===== src/rtl/tap_tempo_pkg.sv =====
// Shared definitions for the tap-tempo meter: FSM state encoding, front-panel
// indicator codes, blink speed codes and the interval-to-speed classifier.
// No ports; imported by tap_tempo.
package tap_tempo_pkg;

    typedef enum logic [1:0] {
        ST_IDLE   = 2'd0,
        ST_ARMED  = 2'd1,
        ST_LOCKED = 2'd2
    } state_e;

    // Indicator patterns shown for each state
    localparam logic [2:0] IND_IDLE   = 3'b000;
    localparam logic [2:0] IND_ARMED  = 3'b100;
    localparam logic [2:0] IND_LOCKED = 3'b010;

    // Speed codes: 0 slowest .. 3 fastest, matching the blinker's divider steps
    localparam logic [1:0] SPD_SLOWEST = 2'd0;
    localparam logic [1:0] SPD_SLOW    = 2'd1;
    localparam logic [1:0] SPD_FAST    = 2'd2;
    localparam logic [1:0] SPD_FASTEST = 2'd3;

    // Map an interval in cycles to a speed code. Boundaries sit at 2^B, 2^(B+1)
    // and 2^(B+2); longer intervals mean slower blinking.
    function automatic logic [1:0] speed_class(input logic [63:0] x,
                                               input int unsigned base_shift);
        logic [63:0] b0;
        logic [63:0] b1;
        logic [63:0] b2;
        b0 = 64'd1 << base_shift;
        b1 = b0 << 1;
        b2 = b0 << 2;
        if (x >= b2)
            return SPD_SLOWEST;
        else if (x >= b1)
            return SPD_SLOW;
        else if (x >= b0)
            return SPD_FAST;
        else
            return SPD_FASTEST;
    endfunction

    function automatic logic [2:0] state_indicator(input state_e s);
        case (s)
            ST_ARMED:  return IND_ARMED;
            ST_LOCKED: return IND_LOCKED;
            default:   return IND_IDLE;
        endcase
    endfunction

endpackage


===== src/rtl/tap_tempo.sv =====
// Tap-tempo meter: measures the spacing of debounced tap pulses and derives the
// blinker's 2-bit speed code from the mean of the last two tap intervals.
// Ports: CLK/RST (sync, active-high), TAP in; SPEED, SPEED_VLD, INTERVAL,
//        TIMEOUT_P registered out; Indicator combinational from state.
module tap_tempo
    import tap_tempo_pkg::*;
#(
    parameter int unsigned CNT_W      = 28,  // must be >= BASE_SHIFT+3
    parameter int unsigned BASE_SHIFT = 24
) (
    input  logic             CLK,
    input  logic             RST,
    input  logic             TAP,
    output logic [1:0]       SPEED,
    output logic             SPEED_VLD,
    output logic [CNT_W-1:0] INTERVAL,
    output logic             TIMEOUT_P,
    output logic [2:0]       Indicator
);

    // Counter saturates here; a sequence silent this long is abandoned
    localparam logic [CNT_W-1:0] TIMEOUT = '1;

    state_e             state_q;
    logic [CNT_W-1:0]   cnt_q;
    logic [CNT_W-1:0]   prev_q;
    logic [1:0]         speed_q;
    logic               vld_q;
    logic [CNT_W-1:0]   interval_q;
    logic               timeout_q;

    logic               timed_out_d;
    logic [CNT_W:0]     sum_d;
    logic [CNT_W-1:0]   interval_d;
    logic [1:0]         speed_d;

    always_comb begin
        timed_out_d = (state_q != ST_IDLE) && (cnt_q == TIMEOUT);
        // One extra bit so two near-timeout intervals cannot overflow the sum
        sum_d       = {1'b0, prev_q} + {1'b0, cnt_q};
        // First interval of a sequence is reported as-is; later ones are
        // averaged with the previous raw interval
        interval_d  = (state_q == ST_LOCKED) ? CNT_W'(sum_d >> 1) : cnt_q;
        speed_d     = speed_class(64'(interval_d), BASE_SHIFT);
    end

    always_ff @(posedge CLK) begin
        if (RST) begin
            state_q    <= ST_IDLE;
            cnt_q      <= '0;
            prev_q     <= '0;
            speed_q    <= SPD_SLOWEST;
            vld_q      <= 1'b0;
            interval_q <= '0;
            timeout_q  <= 1'b0;
        end else begin
            vld_q     <= 1'b0;
            timeout_q <= 1'b0;
            case (state_q)
                ST_IDLE: begin
                    if (TAP) begin
                        state_q <= ST_ARMED;
                        cnt_q   <= CNT_W'(1);
                    end else begin
                        cnt_q   <= '0;
                    end
                end
                ST_ARMED, ST_LOCKED: begin
                    if (timed_out_d) begin
                        // Timeout takes priority over a coincident tap; that
                        // tap becomes the first of a fresh sequence.
                        timeout_q <= 1'b1;
                        if (TAP) begin
                            state_q <= ST_ARMED;
                            cnt_q   <= CNT_W'(1);
                        end else begin
                            state_q <= ST_IDLE;
                            cnt_q   <= '0;
                        end
                    end else if (TAP) begin
                        state_q    <= ST_LOCKED;
                        prev_q     <= cnt_q;
                        interval_q <= interval_d;
                        speed_q    <= speed_d;
                        vld_q      <= 1'b1;
                        cnt_q      <= CNT_W'(1);
                    end else begin
                        // Cannot wrap: timeout fires at the all-ones value
                        cnt_q <= cnt_q + CNT_W'(1);
                    end
                end
                default: begin
                    state_q <= ST_IDLE;
                    cnt_q   <= '0;
                end
            endcase
        end
    end

    assign SPEED     = speed_q;
    assign SPEED_VLD = vld_q;
    assign INTERVAL  = interval_q;
    assign TIMEOUT_P = timeout_q;
    assign Indicator = state_indicator(state_q);

endmodule

===== config.mk =====
export PLATFORM = sky130hd
export DESIGN_NAME = tap_tempo
export DESIGN_NICKNAME = d
export VERILOG_FILES = /design/src/rtl/tap_tempo_pkg.sv /design/src/rtl/tap_tempo.sv
export SDC_FILE = /design/constraint.sdc
export NUM_CORES = 1
export LEC_CHECK = 0
export ABC_AREA = 1
export CORE_MARGIN = 1.5
export CORE_UTILIZATION = 65
export CTS_CLUSTER_SIZE = 10
export DETAILED_ROUTE_END_ITERATION = 8
export GPL_TIMING_DRIVEN = 1
export PLACE_DENSITY = 0.86
export SLEW_MARGIN = 15
export SYNTH_ARGS = -nofsm -noshare
export SYNTH_HDL_FRONTEND = slang
export SYNTH_SLANG_ARGS = --single-unit

===== constraint.sdc =====
create_clock -name CLK -period 5.6 [get_ports CLK]
set_input_delay 0.56 -clock CLK [delete_from_list [all_inputs] [get_ports CLK]]
set_output_delay 0.56 -clock CLK [all_outputs]
set_load 0.005 [all_outputs]

== Yosys cells after proc, flatten, opt, wreduce, memory -nomap -nowiden ==
Cells that the tools add are included.

* Add/sub/neg operators: 2
* Order comparisons: 3
* Equality and inequality tests: 5
* Multiplexer cells: 16
* Bitwise logic cells: 2
* Reductions and logical operators: 8

{| class="wikitable"
|+ Operators with widths
! kind !! count
|-
| two-way mux 28 bit || 3
|-
| case mux 28 bit (2 select lines) || 1
|-
| adder 28 x 28 -> 29 bit || 1
|-
| adder 28 x 1 -> 28 bit (second input constant) || 1
|-
| equality test 28 bit (second input constant) || 1
|-
| >= comparator 28 x 25 -> 1 bit (second input constant) || 1
|-
| >= comparator 28 x 26 -> 1 bit (second input constant) || 1
|-
| >= comparator 28 x 27 -> 1 bit (second input constant) || 1
|-
| two-way mux 2 bit || 5
|-
| case mux 3 bit (2 select lines) || 1
|-
| two-way mux 1 bit || 5
|-
| case mux 2 bit (2 select lines) || 1
|-
| OR reduction 2 bit || 2
|-
| inequality test 3 bit (second input constant) || 1
|-
| AND reduction 3 bit || 1
|-
| OR reduction 3 bit || 1
|-
| equality test 2 x 1 -> 1 bit (second input constant) || 1
|-
| equality test 2 bit (second input constant) || 1
|-
| logical NOT 2 bit || 1
|-
| inequality test 2 bit (second input constant) || 1
|-
| NOT 1 bit || 2
|-
| AND reduction 2 bit || 1
|-
| nonzero test 2 bit || 1
|-
| logical AND 1 bit || 1
|}

* Bits in registers: 90
* Logic and storage cells: 43

== Logic depth before layout (Yosys ltp) ==
* Depth after elaboration: 6
* Depth in mapped cells: 16
* Mapped depth without buffers: 16

== Worst setup path before layout ==
No wires, ideal clock.

* Path type: register to register
* Start: reg cnt_q[1]
* End: reg interval_q[23] (netlist: INTERVAL[23])
* Setup time: 132 ps
* Data arrival time: 1818 ps
* Required time: 5468 ps
* Slack: 3650 ps
* Cell stages (with the launch flop): 15
* Buffers on the path: 0
* Cells stage by stage: dfxtp_1 inv_1 fa_1 inv_1 nand3_1 nand3_1 nand3_1 nand3_1 nand2_1 nand2_1 nand2_1 nand3_1 nand3_1 nand2_1 a21oi_1

* Word-level cells in the longest chain between the ends: 4
* Elaborated cells on any way between the ends: 6

{| class="wikitable"
|+ RTL lines
! element !! line !! source
|-
| from (decl) || tap_tempo.sv:25 || <nowiki>logic [CNT_W-1:0] cnt_q;</nowiki>
|-
| from (signal assigned) || tap_tempo.sv:89 || <nowiki>cnt_q <= cnt_q + CNT_W'(1);</nowiki>
|-
| branches (longest 4 deep; another with adder 28 x 28 -> 29 bit) || n/a ||
|-
| to (signal assigned) || tap_tempo.sv:83 || <nowiki>interval_q <= interval_d;</nowiki>
|-
| to (decl) || tap_tempo.sv:29 || <nowiki>logic [CNT_W-1:0] interval_q;</nowiki>
|}

Parallel ways; which one is timed is not known.
A chain may end at the register's enable or synchronous reset.

== Final worst setup path ==
* Start: reg cnt_q[1]
* End: reg interval_q[8] (netlist: INTERVAL[8])

Same word-level chain as after synthesis.

==> key figures <==
Outcome
  – Status: finished clean

STA
  – Final min period: approximately 3.2 ns
  – PnR worst setup slack: 2.37 ns
  – Slew headroom: 0.407
  – Slew Viols, Final: 0
  – Setup TNS: 0 ns
  – Final Cycle Share: 0.576
  – Worst slew pin tran: 0.887 ns
  – RSZ-0062 raised after global routing: false
  – # setup viols final: 0
  – Final Hold Viols: 0
  – Skew final: 0.0153 ns
  – Max frequency: 310 MHz

Floorplanning
  – Initial Utilization: 0.671
  – Row count: 34
  – IO Pins: 38
  – DIE AREA: about 9500 um^2
  – Die height: roughly 98 um
  – Die W: 97.6 um
  – Core area: 8680 um^2

Placement
  – Dpl ws: 2.32 ns
  – Post-DP HPWL: around 12000 um
  – Placed cells: 1015
  – DP Area: 6210 um^2
  – I/O Buffers: 36
  – Placer Congestion: 0.978

Global route
  – Grt ovf: 0
  – Gr usage total: 0.352
  – Initial antenna violation count: 0
  – Largest net degree at the start of global routing: 34
  – First-pass GRT wire length: ~27000 um
  – Vias in the first global route: 5639

Clock tree
  – CTS resizes: 0
  – Hold bufs inserted after CTS: 0
  – Worst-Skew Late Latency: 0.37 ns
  – CTS Buf Count: 9
  – TritonCTS clock tree: yes
  – Clk slew on worst S/H paths: 0.11 ns
  – Clk buf depth: 2
  – CTS sink count: 90
  – CTS H-tree lvls: 3
  – Post-CTS Setup Inserts: 0
  – Root Buffer: clkbuf_8

Hold path
  – Hold Path Class: flip-flop to flip-flop

Logic synthesis
  – Largest family of logic cells by synthesized area: simple AND/OR/NAND/NOR gates
  – Syn_nets: 933
  – FF+latch count, synth: 90
  – Mapped Cells: 896
  – Xor/xnor cell area share of the yosys netlist: 0.0406
  – Post-synth EDFFs: 0
  – Syn_area_per_cell: 6.50 um^2
  – Yosys synthesis warning count: 0
  – Post-synthesis sequential area ratio: 0.310
  – Post-synthesis cell area: a little under 6000 um^2
  – Post-Synth Adder-Cell Area: 0.0744
  – Post-Synth Simple-Gate Area: 0.334
  – Post-synthesis compound-gate area fraction: 0.140
  – Most used DFF post-synth: dfxtp_1
  – Synth cell types: 38
  – Post-synth ARST share: 0
  – Proportion of synthesized area in mux cells: 0

Power
  – Flop pwr share: 0.481
  – Power Dens Cells: 239 nW/um^2
  – Logic pwr share: 0.224
  – Clk pwr share: 0.294
  – P_sw: 517 uW
  – Tot Pwr: 1530 uW
  – VDD IR max: 0.168 mV
  – Internal power: 1010 uW
  – Net Sw Frac: 0.338
  – LEAKAGE: around 0.0028 uW

Layout
  – Final #Nets: 955
  – Post-Layout Cell Count: roughly 1.0k
  – Design Area, Final: 6400 um^2
  – Storage element area: 1800 um^2
  – Share of post-route cells with drive strength above 1: 0.0542
  – Layout area overhead: 9.93%
  – Most common cell after layout, fill and taps aside: nand2_1
  – Most frequent cells in the layout: nand2_1, inv_1, nor2_1
  – Diode count: 0
  – Fillers: 738
  – Multi-input gate area: about 3400 um^2

Detailed routing
  – Wirelength per Cell: 16.0 um
  – Vias per cell: 5.80
  – Initial DRC count: 585
  – DRT Pass-1 Iters: 6
  – ANT nets after route: 0
  – Final wirelength: about 16000 um
  – Drc violations: 0
  – Via count: ~6k

Critical path
  – Req. time, crit path: 5.86 ns
  – Critical path capture point type: flip-flop
  – Class of the most critical setup path: flip-flop to flip-flop
  – Cell Chain, Critical Path: ha_1 -> nand3_1 -> inv_1 -> nand2_1 -> nor2_2 -> nand3_2 -> nand3_2 -> inv_2 -> buf_4 -> o211ai_1 -> o211ai_1 -> inv_1
  – Slowest stage delay, CP: a little over 0.6 ns
  – Startpoint Class: flip-flop
  – CP max FO: 33
  – Worst path slowest cell: inv_2
  – CP Buf/Inv Count: 4
  – CP arrival: 3.49 ns
  – Delay-heaviest family, CP: buffers and inverters

Job
  – Max Cap Viol: 0
## state kept, by name, summed over array words and instances (netlist names)
name and flops:
prev_q 28, state_q 2, TIMEOUT_P 1, SPEED 2, SPEED_VLD 1, cnt_q 28, INTERVAL 28
## metrics by stage
stage | util | hold slack [ns]
2_1_floorplan | - | 0.447
3_3_place_gp | 0.715 | 0.454
5_1_grt | 0.737 | 0.494
6_report | 0.737 | 0.469
4_1_cts | 0.737 | 0.470
3_5_place_dp | 0.715 | 0.455
## final timing paths
kind | cells past startpoint | slack, ns | to | startpoint
setup / recovery | 12 | 2.37 | INTERVAL[8] | cnt_q[1]
hold / removal | 2 | 0.47 | INTERVAL[15] | INTERVAL[15]
setup reg to reg | 12 | 2.37 | INTERVAL[8] | cnt_q[1]
hold reg to reg | 2 | 0.47 | INTERVAL[15] | INTERVAL[15]
## power groups by stage
stage          Sequential (uW)  Combinational (uW)  Clock [uW]
5_1_grt                    743                 376         473
3_3_place_gp               747                 327           0
3_5_place_dp               750                 338           0
6_report                   736                 343         450
4_1_cts                    736                 340         452
2_1_floorplan              742                 217           0
## cells by family (layout without fill, tap and decap cells)
logic type	count (synthesis)	after routing
compound gates	147	147
xor+xnor	27	27
fa+ha+maj	34	34
buf+inv	146	173
flops	90	90
other cells	1	1
simple gates	451	451
## tightest hold or removal path: stages (launching register included)
cell     delay, ns
dfxtp_1       0.32
nand2_1       0.06
a21oi_1       0.05
## cell type report
class,count,share of cell area
Clock buffer,9,0.0194
Tap cell,108,0.0211
Multi-Input combinational cell,660,0.536
Clock inverter,7,0.0108
Sequential cell,90,0.282
Inverter,115,0.0675
Timing Repair Buffer,42,0.0634
## metal layers
metal  global-route usage  wire (um)  vias up
met5                    0          0        -
met4                0.153        552        0
met3               0.0647       1400       53
met2                0.568       7390      315
met1                0.460       7130     2693
li1                     -          -     2917
## synthesized netlist by cell type (all sizes together) (11+ instances only)
cell,n,area (um^2)
nor2,108,415
nor3,23,155
o21ai,45,225
nand2,239,900
o211ai,11,103
buf,12,82.6
xor2,19,166
clkbuf,19,72.6
inv,115,432
nand3,54,290
ha,33,413
a21oi,76,380
dfxtp,90,1800
Power figures use the tool's default switching activity.
